### config.mk
export PLATFORM = sky130hd
export DESIGN_NAME = semaforo_sequenciador
export DESIGN_NICKNAME = d
export VERILOG_FILES = /design/src/rtl/semaforo_pkg.sv /design/src/rtl/sync_2ff.sv /design/src/rtl/semaforo_sequenciador.sv
export SDC_FILE = /design/constraint.sdc
export NUM_CORES = 1
export LEC_CHECK = 0
export ABC_AREA = 1
export BUFFER_PORTS_ARGS = -buffer_cell sky130_fd_sc_hd__buf_4
export CAP_MARGIN = 15
export CORE_MARGIN = 5
export CORE_UTILIZATION = 60
export DETAILED_ROUTE_END_ITERATION = 8
export MAX_ROUTING_LAYER = met4
export PLACE_DENSITY = 0.78
export SETUP_SLACK_MARGIN = 0.05
export SLEW_MARGIN = 20
export SYNTH_ARGS = -nofsm -noshare
export SYNTH_HDL_FRONTEND = slang
export SYNTH_SLANG_ARGS = --single-unit
### constraint.sdc
create_clock -name clk -period 4 [get_ports clk]
set_input_delay 0.6 -clock clk [delete_from_list [all_inputs] [get_ports clk]]
set_output_delay 0.6 -clock clk [all_outputs]
set_load 0.005 [all_outputs]
### src/rtl/semaforo_pkg.sv
// -----------------------------------------------------------------------------
// semaforo_pkg
// Shared types and constants for the two-street traffic-light sequencer.
//   state_t    : the four phases of the controller
//   AB_*       : 2-bit codes {A_has_right_of_way, amber} sent to the decoder
//   ab_code()  : maps a phase to its AB code
// -----------------------------------------------------------------------------
package semaforo_pkg;

   typedef enum logic [1:0] {
      GREEN_A = 2'd0,
      AMBER_A = 2'd1,
      GREEN_B = 2'd2,
      AMBER_B = 2'd3
   } state_t;

   localparam logic [1:0] AB_A_GREEN = 2'b10;
   localparam logic [1:0] AB_A_AMBER = 2'b11;
   localparam logic [1:0] AB_B_GREEN = 2'b00;
   localparam logic [1:0] AB_B_AMBER = 2'b01;

   // Any unexpected phase value falls back to the A-green code.
   function automatic logic [1:0] ab_code(input state_t s);
      logic [1:0] code;
      case (s)
         GREEN_A: code = AB_A_GREEN;
         AMBER_A: code = AB_A_AMBER;
         GREEN_B: code = AB_B_GREEN;
         AMBER_B: code = AB_B_AMBER;
         default: code = AB_A_GREEN;
      endcase
      return code;
   endfunction

endpackage

### src/rtl/sync_2ff.sv
// -----------------------------------------------------------------------------
// sync_2ff
// Single-bit two-flop synchronizer for an asynchronous level input.
//   clk_i  : destination clock, rising edge
//   rst_ni : asynchronous active-low reset, clears both flops
//   d_i    : asynchronous input
//   q_o    : synchronized output (two clock edges of latency)
// -----------------------------------------------------------------------------
module sync_2ff (
   input  logic clk_i,
   input  logic rst_ni,
   input  logic d_i,
   output logic q_o
);

   logic meta_q;
   logic sync_q;

   // Two-stage shift register; meta_q may go metastable, sync_q is the clean copy.
   always_ff @(posedge clk_i or negedge rst_ni) begin
      if (!rst_ni) begin
         meta_q <= 1'b0;
         sync_q <= 1'b0;
      end else begin
         meta_q <= d_i;
         sync_q <= meta_q;
      end
   end

   assign q_o = sync_q;

endmodule

### src/rtl/semaforo_sequenciador.sv
// -----------------------------------------------------------------------------
// semaforo_sequenciador
// Decides right-of-way between streets A and B from car-presence sensors,
// using minimum/maximum green and fixed amber timing, and drives the AB code
// for the light decoder plus the two amber lamps.
//   clk      : system clock, rising edge
//   rst_n    : asynchronous active-low reset (rests on A green)
//   sensor_a : car present on street A (asynchronous level)
//   sensor_b : car present on street B (asynchronous level)
//   ab       : {A_has_right_of_way, amber} to the decoder (registered)
//   amber_a  : amber lamp, street A (registered)
//   amber_b  : amber lamp, street B (registered)
// -----------------------------------------------------------------------------
module semaforo_sequenciador
   import semaforo_pkg::*;
#(
   parameter int unsigned MIN_GREEN  = 4,
   parameter int unsigned MAX_GREEN  = 10,
   parameter int unsigned AMBER_TIME = 2,
   parameter int unsigned CNT_W      = 8
) (
   input  logic       clk,
   input  logic       rst_n,
   input  logic       sensor_a,
   input  logic       sensor_b,
   output logic [1:0] ab,
   output logic       amber_a,
   output logic       amber_b
);

   // Timer thresholds: the timer counts 0..N-1 across an N-cycle phase.
   localparam logic [CNT_W-1:0] MIN_T = CNT_W'(MIN_GREEN - 1);
   localparam logic [CNT_W-1:0] MAX_T = CNT_W'(MAX_GREEN - 1);
   localparam logic [CNT_W-1:0] AMB_T = CNT_W'(AMBER_TIME - 1);
   localparam logic [CNT_W-1:0] T_SAT = {CNT_W{1'b1}};
   localparam logic [CNT_W-1:0] T_ONE = CNT_W'(1);

   logic             sa_s;
   logic             sb_s;
   state_t           state_q,   state_d;
   logic [CNT_W-1:0] timer_q,   timer_d;
   logic             req_a_q,   req_a_d;
   logic             req_b_q,   req_b_d;
   logic [1:0]       ab_q,      ab_d;
   logic             amber_a_q, amber_a_d;
   logic             amber_b_q, amber_b_d;
   logic             enter_green_a_s;
   logic             enter_green_b_s;

   sync_2ff u_sync_a (
      .clk_i  (clk),
      .rst_ni (rst_n),
      .d_i    (sensor_a),
      .q_o    (sa_s)
   );

   sync_2ff u_sync_b (
      .clk_i  (clk),
      .rst_ni (rst_n),
      .d_i    (sensor_b),
      .q_o    (sb_s)
   );

   // Next-phase decision. A green phase ends only when the other street is
   // waiting: early (gap-out) once minimum green has elapsed and the own
   // street is empty, or unconditionally at maximum green (max-out).
   always_comb begin
      state_d = GREEN_A;
      case (state_q)
         GREEN_A: begin
            if (req_b_q && (((timer_q >= MIN_T) && !sa_s) || (timer_q >= MAX_T))) begin
               state_d = AMBER_A;
            end else begin
               state_d = GREEN_A;
            end
         end
         AMBER_A: begin
            if (timer_q == AMB_T) begin
               state_d = GREEN_B;
            end else begin
               state_d = AMBER_A;
            end
         end
         GREEN_B: begin
            if (req_a_q && (((timer_q >= MIN_T) && !sb_s) || (timer_q >= MAX_T))) begin
               state_d = AMBER_B;
            end else begin
               state_d = GREEN_B;
            end
         end
         AMBER_B: begin
            if (timer_q == AMB_T) begin
               state_d = GREEN_A;
            end else begin
               state_d = AMBER_B;
            end
         end
         default: state_d = GREEN_A;
      endcase
   end

   // Phase timer: restarts on every transition, otherwise counts and saturates.
   always_comb begin
      timer_d = timer_q;
      if (state_d != state_q) begin
         timer_d = '0;
      end else if (timer_q == T_SAT) begin
         timer_d = timer_q;
      end else begin
         timer_d = timer_q + T_ONE;
      end
   end

   assign enter_green_a_s = (state_d == GREEN_A) && (state_q != GREEN_A);
   assign enter_green_b_s = (state_d == GREEN_B) && (state_q != GREEN_B);

   // Request latches: a street registers demand only while it is not green;
   // granting its green clears the request, taking priority over a new set.
   always_comb begin
      req_a_d = req_a_q;
      req_b_d = req_b_q;
      if (enter_green_a_s) begin
         req_a_d = 1'b0;
      end else begin
         req_a_d = req_a_q | (sa_s & (state_q != GREEN_A));
      end
      if (enter_green_b_s) begin
         req_b_d = 1'b0;
      end else begin
         req_b_d = req_b_q | (sb_s & (state_q != GREEN_B));
      end
   end

   // Moore outputs decoded from the next phase so they register alongside it.
   always_comb begin
      ab_d      = ab_code(state_d);
      amber_a_d = (state_d == AMBER_A);
      amber_b_d = (state_d == AMBER_B);
   end

   // State, timer, requests and outputs; reset rests on A green with no demand.
   always_ff @(posedge clk or negedge rst_n) begin
      if (!rst_n) begin
         state_q   <= GREEN_A;
         timer_q   <= '0;
         req_a_q   <= 1'b0;
         req_b_q   <= 1'b0;
         ab_q      <= AB_A_GREEN;
         amber_a_q <= 1'b0;
         amber_b_q <= 1'b0;
      end else begin
         state_q   <= state_d;
         timer_q   <= timer_d;
         req_a_q   <= req_a_d;
         req_b_q   <= req_b_d;
         ab_q      <= ab_d;
         amber_a_q <= amber_a_d;
         amber_b_q <= amber_b_d;
      end
   end

   assign ab      = ab_q;
   assign amber_a = amber_a_q;
   assign amber_b = amber_b_q;

endmodule

---- Word-level counts from Yosys, hierarchy flattened ----
Index checks and enable logic that the tools add are counted.
word-level totals
  input port bits ......................... 4
  logic and storage cells ................. 52
  bits in registers ....................... 20
  output and inout port bits .............. 4
cells by class
  equal/unequal tests ..................... 11
  add/subtract/negate cells ............... 1
  mux-type cells .......................... 10
  $lt $le $gt $ge ......................... 2
  reductions and logical operators ........ 13
  bitwise operators ....................... 4
operator list
  operator                                                            number
  two-way mux 8 bit                                                   2
  case mux 2 bit (4 select lines)                                     2
  adder 8 x 1 -> 8 bit (second input constant)                        1
  equality test 2 bit (second input constant)                         4
  equality test 8 x 1 -> 1 bit (second input constant)                1
  equality test 8 bit (second input constant)                         1
  greater-or-equal comparator 8 x 2 -> 1 bit (second input constant)  1
  greater-or-equal comparator 8 x 4 -> 1 bit (second input constant)  1
  logical AND 1 bit                                                   6
  equality test 2 x 1 -> 1 bit (second input constant)                2
  zero test 2 bit                                                     2
  two-way mux 1 bit                                                   4
  two-way mux 2 bit                                                   2
  != test 2 bit (second input constant)                               2
  AND 1 bit                                                           2
  zero test 1 bit                                                     2
  logical OR 1 bit                                                    2
  != test 2 bit                                                       1
  OR 1 bit                                                            2
  nonzero test 2 bit                                                  1

---- Logic depth before layout (Yosys ltp) ----
Gate-level depths: netlist of the first run.
  word-level depth ........................ 9
  mapped depth ............................ 10
  mapped depth without buffers ............ 10

---- By module ----
From an unflattened synthesis of the first run, not the netlist that was laid out.
unflattened totals
  cell total of the unflattened synthesis .. 111
  area total of the unflattened synthesis .. 953.4 um^2
by module, submodules not included
  module                 cells an instance  area each (um^2)  seq. area each (um^2)  instances
  semaforo_sequenciador  107                853.3             376.6                  1
  sync_2ff               2                  50.0              50.0                   2

---- Worst setup path after synthesis of the first run ----
Ideal clock, no wire load.
  path type ............................... register to register
  start ................................... register timer_q[0]
  end ..................................... register amber_a_q (netlist: amber_a)
  buffers on the path ..................... 0
  data required time ...................... 3.887 ns
  period minus slack after synthesis ...... 1.335 ns
  arrival ................................. 1.222 ns
  setup slack ............................. 2.665 ns
  library setup time ...................... 0.113 ns
  cell stages (with the launch flop) ...... 10
  path through ............................ dfrtp_1 ha_1 inv_1 nand2_1 nand2_1 nand3_1 nand2_2 nand3_1 nand2_1 inv_1
between the ends
  longest elaborated chain between the ends .. 7
  elaborated cells between the ends (all ways) .. 15
  classes of those cells .................. order compare (2); eq/ne (2); mux (5); reduce/logical (6)
RTL lines
  item                                         RTL line                                                  text
  from (decl)                                  semaforo_sequenciador.sv:41                               logic [CNT_W-1:0] timer_q, timer_d;
  from (signal assigned)                       semaforo_sequenciador.sv:153                              timer_q <= timer_d;
  greater-or-equal comparator 8 x 2 -> 1 bit   semaforo_sequenciador.sv:71, semaforo_sequenciador.sv:85
  logical AND 1 bit, on equally long branches  semaforo_sequenciador.sv:85, semaforo_sequenciador.sv:71
  logical OR 1 bit, on equally long branches   semaforo_sequenciador.sv:85, semaforo_sequenciador.sv:71
  logical AND 1 bit, on equally long branches  semaforo_sequenciador.sv:85, semaforo_sequenciador.sv:71
  two-way mux 1 bit, on equally long branches  semaforo_sequenciador.sv:85, semaforo_sequenciador.sv:71
  case mux 2 bit (4 select lines) (*)          semaforo_sequenciador.sv:69                               case (state_q)
  equality test 2 x 1 -> 1 bit (*)             semaforo_sequenciador.sv:137                              amber_a_d = (state_d == AMBER_A);
  via amber_a_d                                semaforo_sequenciador.sv:45                               logic amber_a_q, amber_a_d;
  to (signal assigned)                         semaforo_sequenciador.sv:157                              amber_a_q <= amber_a_d;
  to (decl)                                    semaforo_sequenciador.sv:45
The timed path passes the listed nets; every way through them passes the cells marked *.
A chain may end at the register's enable or synchronous reset.

---- Final worst setup path of the first run ----
  start ................................... register ab_q[1] (netlist: ab[1])
  end ..................................... output port ab[1]
RTL lines
  item                    RTL line                      text
  from (decl)             semaforo_sequenciador.sv:44   logic [1:0] ab_q, ab_d;
  from (signal assigned)  semaforo_sequenciador.sv:148  ab_q <= AB_A_GREEN;
  from (signal assigned)  semaforo_sequenciador.sv:156  ab_q <= ab_d;
  to (decl)               semaforo_sequenciador.sv:26   output logic [1:0] ab,
No word-level cell between the ends.

==> impl_metrics.env, run 1 <==
export IMPL_intPower_uw=391
export IMPL_critical_path_arrival_ns=0.93
export IMPL_reg2reg_slack_ns=2.50
export IMPL_synth_common_cells="23 x nand2_1, 18 x dfrtp_1, 16 x inv_1"
export IMPL_die_area_um2=2500
export IMPL_ys_warn_count=0
export IMPL_cts_hold_buf=0
export IMPL_area_growth_syn_to_layout_pct=9.62
export IMPL_vias_per_cell=5.34
export IMPL_finalCriticalPeriod_ns=1.53
export IMPL_drcViolationCount=0
export IMPL_power_density_nw_per_um2=643
export IMPL_grt_pass1_wl_um=3080
export IMPL_report_final_slew_viol_count=0
export IMPL_cts_resized=0
export IMPL_drv_cap=0
export IMPL_ir_drop_mv=0.372
export IMPL_vias=732
export IMPL_crit_chain="buf_4"
export IMPL_wl_per_cell_um=13.1
export IMPL_hold_path_class="in -> async"
export IMPL_cts_sinks=19
export IMPL_crit_start="ab[1]$_DFF_PN1_"
export IMPL_fin_crit_sh=0.383
export IMPL_grt_max_degree=20
export IMPL_status="finished clean"
export IMPL_die_w_um=50.0
export IMPL_htreeDepth=1
export IMPL_dr_pass1_iters=4
export IMPL_coreArea_um2=1510
export IMPL_cp_top_family="flip-flops"
export IMPL_crit_buf_inv=1
export IMPL_start_kind="flip-flop"
export IMPL_timing_rr_end="timer_q[5]$_DFFE_PN0P_"
export IMPL_rows=14
export IMPL_drive_gt1_frac=0.198
export IMPL_path_class="reg -> out"
export IMPL_post_place_ws_ns=2.50
export IMPL_drt_iter0_drc=5
export IMPL_cp_depth=1
export IMPL_timing_fmax_ghz=0.653
export IMPL_p_leak_nw=0.553
export IMPL_hold_viol=0
export IMPL_antenna_found_initial=0
export IMPL_syn_inst=111
export IMPL_slew_headroom=0.797
export IMPL_cts_setup_buffers=0
export IMPL_port_buffers=7
export IMPL_cts_buffer_depth=2
export IMPL_clk_pin_slew_ns=0.11
export IMPL_slowest_stage="dfstp_2"
export IMPL_fp_dieH_um=50.0
export IMPL_synthesis_nets=118
export IMPL_synth_cell_types=22
export IMPL_power_frac_clock=0.145
export IMPL_fin_hold_ws_ns=0.148
export IMPL_ioPinCount=8
export IMPL_ys_seq_area_frac=0.495
export IMPL_placed_cell_area_um2=1030
export IMPL_rr_worst_depth=8
export IMPL_wirelength_um=1790
export IMPL_overflow=0
export IMPL_dp_hpwl_um=1380
export IMPL_ant_nets=0
export IMPL_rsz0062_at_grt="false"
export IMPL_first_global_vias=700
export IMPL_final_cell_area_um2=1050
export IMPL_combinationalPowerShare=0.424
export IMPL_cp_max_fo=1
export IMPL_worst_pin_slew_ns=0.303
export IMPL_synth_most_common_cell="nand2_1"
export IMPL_finalSetupTns_ns=0
export IMPL_num_antenna_cells=0
export IMPL_yosysTopAreaCell="dfrtp_1"
export IMPL_grt_usage=0.167
export IMPL_nFillCells=131
export IMPL_finalSetupViolations=0
export IMPL_finClkSkew_ns=0.00561
export IMPL_numCtsBuffers=3
export IMPL_r2r_start="timer_q[0]$_DFFE_PN0P_"
export IMPL_netlist_top_cells_area="dfrtp_1 47%, nand2_1 9.0%, inv_1 6.2%"
export IMPL_p_seq_frac=0.431
export IMPL_cp_end_kind="primary output"
export IMPL_clock_latency_ns=0.30
export IMPL_routabilityCongestion=0.898
export IMPL_cts_root_buf="clkbuf_4"
export IMPL_cpPeakStageDelay_ns=0.53
export IMPL_swShare=0.423
export IMPL_endpoint="ab[1]"
export IMPL_async_flop_share=1.00
export IMPL_initial_core_util=0.639
export IMPL_layout_nets=129
export IMPL_cts_tree="yes"
export IMPL_synth_top_flop_cell="dfrtp_1"
export IMPL_crit_required_ns=3.40
export IMPL_netlist_area_leader_share=0.468
export IMPL_fin_ws_ns=2.47
export IMPL_syn_area_um2=962
export IMPL_avgSynthCellArea_um2=8.67
export IMPL_synth_edf_count=0
export IMPL_synth_seq_cells=19
export IMPL_p_switching_uw=287
-- power groups by stage --
stage / combinational [mW] / sequential (mW) / clock, mW
final: 0.288 / 0.292 / 0.0981
after global routing: 0.327 / 0.301 / 0.111
after CTS: 0.292 / 0.292 / 0.0973
after detailed placement: 0.290 / 0.296 / 0
after global placement: 0.279 / 0.294 / 0
after floorplan: 0.214 / 0.287 / 0
-- placed cells by master (no fill, tap or decap), drive strengths merged --
| cell type | netlist | layout |
|---|---|---|
| ha | 3 | 3 |
| clkbuf | 0 | 3 |
| nand3 | 11 | 11 |
| clkinv | 0 | 1 |
| buf | 1 | 7 |
| nand4 | 2 | 2 |
| dfrtp | 18 | 18 |
| xor2 | 1 | 1 |
| o21ai | 8 | 8 |
| nor2 | 10 | 10 |
| nand2 | 27 | 27 |
| nor3 | 1 | 1 |
| nor3b | 1 | 1 |
| a21oi | 9 | 9 |
| dfstp | 1 | 1 |
| inv | 18 | 18 |
-- metal layers --
metal	GRT usage	share of wire	vias to the layer above
met1	0.212	0.46	334
met3	0.0392	0.058	4
li1	-	-	374
met5	-	0	-
met2	0.262	0.47	20
met4	0.0524	0.015	0
-- per-stage QoR --
stage               total power, mW  instances  utilization
floorplan                     0.501        111            -
global placement              0.573        133        0.682
detailed placement            0.587        133        0.682
CTS                           0.681        137        0.700
global route                  0.739        137        0.700
finish                        0.678        137        0.700
-- worst min path at each step --
stage	slack, ns	to	startpoint	cells past startpoint
2_1_floorplan	0.30	ab[0]$_DFF_PN0_	rst_n	0
3_5_place_dp	0.34	u_sync_a.q_o$_DFF_PN0_	u_sync_a.meta_q$_DFF_PN0_	0
4_1_cts	0.16	amber_b$_DFF_PN0_	rst_n	1
6_report	0.15	u_sync_a.meta_q$_DFF_PN0_	rst_n	1
3_3_place_gp	0.34	u_sync_a.q_o$_DFF_PN0_	u_sync_a.meta_q$_DFF_PN0_	0
5_1_grt	0.15	amber_b$_DFF_PN0_	rst_n	1
-- flip-flops by register name (all words and copies together) (netlist names) --
name / flops
u_sync_a.q_o: 1
u_sync_b.meta_q: 1
u_sync_a.meta_q: 1
req_b_q: 1
timer_q: 8
ab: 2
u_sync_b.q_o: 1
amber_a: 1
state_q: 1
req_a_q: 1
amber_b: 1
-- final cells by class --
cell class	count	area (um2)	share of cell area
Multi-Input combinational cell	73	410	0.389
Clock buffer	3	22.5	0.0214
Clock inverter	1	5.00	0.00474
Timing Repair Buffer	7	52.6	0.0498
Sequential cell	19	477	0.452
Tap cell	16	20.0	0.0190
Inverter	18	67.6	0.0641
-- logic make-up (layout without fill, tap and decap cells) --
| family | count (synthesis) | count (layout) | synth area share |
|---|---|---|---|
| simple gates | 52 | 52 | 0.290 |
| flops | 19 | 19 | 0.495 |
| buf+inv | 19 | 29 | 0.0780 |
| compound gates | 17 | 17 | 0.0884 |
| fa+ha+maj | 3 | 3 | 0.0390 |
| xor+xnor | 1 | 1 | 0.00910 |
Power figures use the tool's default switching activity.
==> run 2: changes to the inputs <==
--- a/config.mk
+++ b/config.mk
@@ -9,10 +9,10 @@
 export BUFFER_PORTS_ARGS = -buffer_cell sky130_fd_sc_hd__buf_4
 export CAP_MARGIN = 15
 export CORE_MARGIN = 5
-export CORE_UTILIZATION = 60
+export CORE_UTILIZATION = 56
 export DETAILED_ROUTE_END_ITERATION = 8
 export MAX_ROUTING_LAYER = met4
-export PLACE_DENSITY = 0.78
+export PLACE_DENSITY = 0.73
 export SETUP_SLACK_MARGIN = 0.05
 export SLEW_MARGIN = 20
 export SYNTH_ARGS = -nofsm -noshare
==> constraint.sdc (replaced) <==
create_clock -name clk -period 1.46 [get_ports clk]
set_input_delay 0.219 -clock clk [delete_from_list [all_inputs] [get_ports clk]]
set_output_delay 0.219 -clock clk [all_outputs]
set_load 0.005 [all_outputs]
==> run 2 against run 1 <==
The flow now finishes with violations (setup timing); clock skew fell by 0.0027 ns; register-to-register slack worse by 2.6 ns; highest routed layer unchanged; hold slack better by 0.17 ns; largest cell class is now multi-input combinational cells.
==> impl_metrics.env, run 2 (same netlist as run 1, synthesis figures left out) <==
export IMPL_nFillCells=108
export IMPL_combinationalPowerShare=0.523
export IMPL_crit_start="timer_q[3]$_DFFE_PN0P_"
export IMPL_layout_nets=144
export IMPL_hold_viol=0
export IMPL_largest_reg_flops=8
export IMPL_port_buffers=7
export IMPL_overflow=0
export IMPL_antenna_found_initial=0
export IMPL_initial_core_util=0.576
export IMPL_htreeDepth=1
export IMPL_grt_usage=0.178
export IMPL_grt_pass1_wl_um=3390
export IMPL_cpPeakStageDelay_ns=0.50
export IMPL_layout_common_cells="20 x nand2_1, 19 x buf_4, 16 x dfrtp_1"
export IMPL_cp_max_fo=8
export IMPL_ant_nets=0
export IMPL_cp_end_kind="flip-flop"
export IMPL_first_global_vias=787
export IMPL_drive_gt1_frac=0.449
export IMPL_status="finished, violations left"
export IMPL_power_density_nw_per_um2=1800
export IMPL_dr_pass1_iters=4
export IMPL_vias=827
export IMPL_finalSetupViolations=9
export IMPL_fin_crit_sh=1.04
export IMPL_hold_path_class="in -> async"
export IMPL_drcViolationCount=0
export IMPL_finalSetupTns_ns=-0.386
export IMPL_p_switching_mw=1.04
export IMPL_fin_ws_ns=-0.0651
export IMPL_worst_pin_slew_ns=0.312
export IMPL_timing_rr_end="timer_q[0]$_DFFE_PN0P_"
export IMPL_power_frac_clock=0.114
export IMPL_cts_tree="yes"
export IMPL_crit_chain="nor2_2, nand2_1, nand2_1, nand3_2, nand2_4, nand3_4, a21oi_2"
export IMPL_cts_buffer_depth=2
export IMPL_placed_cell_area_um2=1060
export IMPL_finClkSkew_ns=0.00294
export IMPL_cts_root_buf="clkbuf_4"
export IMPL_p_seq_frac=0.363
export IMPL_crit_required_ns=1.69
export IMPL_clock_latency_ns=0.30
export IMPL_coreArea_um2=1670
export IMPL_finalCriticalPeriod_ns=1.53
export IMPL_timing_fmax_ghz=0.656
export IMPL_path_class="reg -> reg"
export IMPL_dp_hpwl_um=1390
export IMPL_numCtsBuffers=3
export IMPL_clk_pin_slew_ns=0.11
export IMPL_violations="setup timing"
export IMPL_die_area_um2=2650
export IMPL_rows=15
export IMPL_start_kind="flip-flop"
export IMPL_report_final_slew_viol_count=0
export IMPL_crit_path_frequent_cell="nand2_1"
export IMPL_final_cell_area_um2=1280
export IMPL_routabilityCongestion=0.885
export IMPL_rr_worst_depth=7
export IMPL_ir_drop_mv=1.18
export IMPL_cts_sinks=19
export IMPL_grt_max_degree=20
export IMPL_slowest_stage="dfrtp_1"
export IMPL_critical_path_arrival_ns=1.75
export IMPL_fp_dieH_um=51.5
export IMPL_rsz0062_at_grt="true"
export IMPL_swShare=0.451
export IMPL_wl_per_cell_um=14.1
export IMPL_area_growth_syn_to_layout_pct=32.9
export IMPL_fin_util=0.766
export IMPL_wirelength_um=2160
export IMPL_reg2reg_slack_ns=-0.07
export IMPL_layout_commonest_cell="nand2_1"
export IMPL_die_w_um=51.5
export IMPL_largest_register="timer_q"
export IMPL_drv_cap=0
export IMPL_p_leak_nw=0.643
export IMPL_num_antenna_cells=0
export IMPL_r2r_start="timer_q[3]$_DFFE_PN0P_"
export IMPL_slew_headroom=0.791
export IMPL_vias_per_cell=5.41
export IMPL_intPower_mw=1.27
export IMPL_drt_iter0_drc=25
export IMPL_ioPinCount=8
-- run 2: cell types whose count changed in the layout (fill, tap and decap cells not counted), moves of 3 or more --
cell           before  now
a21oi_2             0    8
a21oi_1             9    1
nor2_1              7    3
inv_1              16   13
inv_2               2    5
nand2_1            23   20
dlygate4sd3_1       0    3
buf_4               7   19
-- run 2: per-stage QoR --
step / power (mW) / setup slack [ns] / hold slack [ns] / std cells
finish: 2.31 / -0.0651 / 0.316 / 153
global route: 2.47 / -0.177 / 0.331 / 153
CTS: 2.08 / -0.0225 / 0.0137 / 145
detailed placement: 1.66 / -0.0114 / 0.106 / 138
global placement: 1.61 / 0.0673 / 0.103 / 138
floorplan: 1.37 / 0.125 / -0.0766 / 111
-- run 2: worst max path at each step --
stage,slack (ns),depth (start not counted),endpoint
after floorplan,0.12,9,amber_a$_DFF_PN0_
after global placement,0.07,8,timer_q[6]$_DFFE_PN0P_
after detailed placement,-0.01,9,timer_q[7]$_DFFE_PN0P_
after CTS,-0.02,8,timer_q[7]$_DFFE_PN0P_
after global routing,-0.18,9,timer_q[7]$_DFFE_PN0P_
final,-0.07,7,timer_q[0]$_DFFE_PN0P_
-- run 2: final cells by class --
cell class	count	area (um2)	area share
clock buffers	3	22.5	0.0176
clock inverters	1	5.00	0.00391
inverters	18	67.6	0.0528
multi-input cells	73	510	0.399
flip-flops and latches	19	479	0.375
well taps	17	21.3	0.0166
repair buffers	22	173	0.135
-- run 2: worst max-delay path, delay by kind of cell (launching register included) --
| kind | cells | cell delay [ns] |
|---|---|---|
| flip-flops | 1 | 0.50 |
| AO/OA/AOI/OAI | 1 | 0.17 |
| AND/OR/NAND/NOR | 6 | 0.79 |
-- run 2: power groups by stage --
stage,combinational (mW),sequential (mW),clock [mW]
floorplan,0.586,0.787,0
global placement,0.802,0.808,0
detailed placement,0.846,0.811,0
CTS,1.00,0.808,0.269
global route,1.32,0.853,0.298
finish,1.21,0.836,0.262
-- run 2: what timing repair did --
item	4_1_cts	5_1_grt
pin swaps	3	9
buffers inserted	2	6
hold endpoints to repair	18	2
hold buffers	1	2
resized for setup	14	16
endpoints found under the setup margin	9	14
-- run 2: layer usage --
| layer | part of all wire | routed length, um | GRT usage |
|---|---|---|---|
| met5 | 0 | 0 | - |
| met1 | 0.43 | 937 | 0.204 |
| met3 | 0.048 | 103 | 0.0700 |
| met2 | 0.50 | 1090 | 0.297 |
| met4 | 0.013 | 28 | 0.0349 |
==> run 3: changes to the inputs <==
--- a/config.mk
+++ b/config.mk
@@ -11,7 +11,6 @@
 export CORE_MARGIN = 5
 export CORE_UTILIZATION = 56
 export DETAILED_ROUTE_END_ITERATION = 8
-export MAX_ROUTING_LAYER = met4
 export PLACE_DENSITY = 0.73
 export SETUP_SLACK_MARGIN = 0.05
 export SLEW_MARGIN = 20
==> run 3 against run 2 <==
The run still ends with setup timing left; design area is the same; clock power grew 2%; final cell count is the same; global-route usage shrank 0.46 points; register-to-register slack is essentially flat; via count grew 1.2%; setup slack lost 0.00067 ns; sequential power is essentially flat; hold slack lost 0.0021 ns; sequential cell count is the same; fmax is essentially flat; die area is the same; largest cell class unchanged; highest routed layer unchanged.
==> impl_metrics.env, run 3 (same netlist as run 1, synthesis figures left out) <==
export IMPL_status="finished, violations left"
export IMPL_violations="setup timing"
export IMPL_r2r_start="timer_q[1]$_DFFE_PN0P_"
export IMPL_timing_fmax_ghz=0.655
export IMPL_reg2reg_slack_ns=-0.07
export IMPL_cpPeakStageDelay_ns=0.40
export IMPL_largest_register="timer_q"
export IMPL_critical_path_arrival_ns=1.75
export IMPL_crit_path_frequent_cell="nand2_2"
export IMPL_die_w_um=51.5
export IMPL_cp_top_family="simple AND/OR/NAND/NOR gates"
export IMPL_cts_buffer_depth=2
export IMPL_cp_max_fo=8
export IMPL_wirelength_um=2170
export IMPL_power_density_nw_per_um2=1800
export IMPL_ioPinCount=8
export IMPL_vias=837
export IMPL_p_leak_nw=0.643
export IMPL_drt_iter0_drc=25
export IMPL_num_antenna_cells=0
export IMPL_fin_crit_sh=1.05
export IMPL_overflow=0
export IMPL_clk_pin_slew_ns=0.11
export IMPL_cts_tree="yes"
export IMPL_drcViolationCount=0
export IMPL_antenna_found_initial=0
export IMPL_routabilityCongestion=0.871
export IMPL_grt_usage=0.174
export IMPL_hold_path_class="in -> async"
export IMPL_ant_nets=0
export IMPL_fp_dieH_um=51.5
export IMPL_cts_root_buf="clkbuf_4"
export IMPL_drive_gt1_frac=0.449
export IMPL_post_place_ws_ns=-0.0114
export IMPL_finalCriticalPeriod_ns=1.53
export IMPL_nFillCells=108
export IMPL_rows=15
export IMPL_endpoint="timer_q[0]$_DFFE_PN0P_"
export IMPL_cts_sinks=19
export IMPL_hold_viol=0
export IMPL_crit_start="timer_q[1]$_DFFE_PN0P_"
export IMPL_numCtsBuffers=3
export IMPL_grt_pass1_wl_um=3390
export IMPL_crit_required_ns=1.69
export IMPL_clock_latency_ns=0.30
export IMPL_slew_headroom=0.788
export IMPL_crit_chain="inv_2, ha_4, nor2_2, nand2_1, nand2_2, nand3_1, nand2_2, nand3_4, a21oi_2"
export IMPL_dp_hpwl_um=1390
export IMPL_die_area_um2=2650
export IMPL_area_growth_syn_to_layout_pct=32.9
export IMPL_grt_max_degree=20
export IMPL_ir_drop_mv=1.18
export IMPL_start_kind="flip-flop"
export IMPL_power_mw=2.31
export IMPL_report_final_slew_viol_count=0
export IMPL_rsz0062_at_grt="true"
export IMPL_initial_core_util=0.576
export IMPL_vias_per_cell=5.47
export IMPL_timing_rr_end="timer_q[0]$_DFFE_PN0P_"
export IMPL_cp_end_kind="flip-flop"
export IMPL_htreeDepth=1
export IMPL_first_global_vias=788
export IMPL_dr_pass1_iters=4
export IMPL_path_class="reg -> reg"
export IMPL_layout_commonest_cell="nand2_1"
export IMPL_coreArea_um2=1670
export IMPL_crit_buf_inv=1
export IMPL_finClkSkew_ns=0.00549
export IMPL_finalSetupViolations=9
export IMPL_worst_pin_slew_ns=0.318
export IMPL_stdcell_count=153
export IMPL_cp_depth=9
export IMPL_layout_common_cells="20 x nand2_1, 19 x buf_4, 16 x dfrtp_1"
export IMPL_largest_reg_flops=8
export IMPL_port_buffers=7
export IMPL_dp_cells=138
export IMPL_finalSetupTns_ns=-0.366
export IMPL_rr_worst_depth=9
export IMPL_slowest_stage="dfrtp_1"
export IMPL_wl_per_cell_um=14.2
export IMPL_fin_ws_ns=-0.0658
export IMPL_layout_nets=144
export IMPL_drv_cap=0
[run 3: worst min-delay path by stage]
| stage | endpoint | cells past startpoint | startpoint | slack (ns) |
|---|---|---|---|---|
| after floorplan | ab[0]$_DFF_PN0_ | 0 | rst_n | -0.08 |
| after global placement | timer_q[3]$_DFFE_PN0P_ | 1 | rst_n | 0.10 |
| after detailed placement | timer_q[3]$_DFFE_PN0P_ | 1 | rst_n | 0.11 |
| after CTS | u_sync_a.meta_q$_DFF_PN0_ | 1 | sensor_a | 0.01 |
| after global routing | timer_q[1]$_DFFE_PN0P_ | 2 | rst_n | 0.33 |
| final | timer_q[3]$_DFFE_PN0P_ | 2 | rst_n | 0.31 |
[run 3: power breakdown]
group / total, mW / internal (mW) / switching (mW)
sequential: 0.834 / 0.676 / 0.158
combinational: 1.21 / 0.488 / 0.719
clock: 0.266 / 0.102 / 0.163
total: 2.31 / 1.27 / 1.04
[run 3: routing by layer]
metal,part of all wire,track usage
met1,0.43,0.204
met2,0.51,0.297
met3,0.042,0.0700
met4,0.013,0.0349
met5,0,0
[run 3: what timing repair did]
item / in CTS / in global routing
endpoints found under the setup margin: 9 / 14
setup buffers: 2 / 6
gates resized for setup: 14 / 16
hold endpoints to repair: 18 / 2
hold buffers: 1 / 2
pin swaps: 3 / 9
[run 3: worst register-to-register path: cells and delay by family, from the launching register on]
kind	cells	cell delay, ns
compound gates	1	0.17
fa+ha+maj	1	0.16
buf+inv	1	0.07
flops	1	0.40
simple gates	6	0.64
[run 3: area by class of cell]
cell class,count,area [um2],share of cell area
multi-input combinational,73,510,0.399
inverter,18,67.6,0.0528
sequential,19,479,0.375
clock buffer,3,22.5,0.0176
clock inverter,1,5.00,0.00391
tap,17,21.3,0.0166
timing repair buffer,22,173,0.135
[run 3: stage by stage]
| step | hold slack [ns] | utilization | instance area, um2 |
|---|---|---|---|
| 6_report | 0.314 | 0.766 | 1280 |
| 5_1_grt | 0.331 | 0.766 | 1280 |
| 4_1_cts | 0.0137 | 0.692 | 1160 |
| 3_5_place_dp | 0.106 | 0.634 | 1060 |
| 3_3_place_gp | 0.103 | 0.634 | 1060 |
| 2_1_floorplan | -0.0766 | - | 962 |
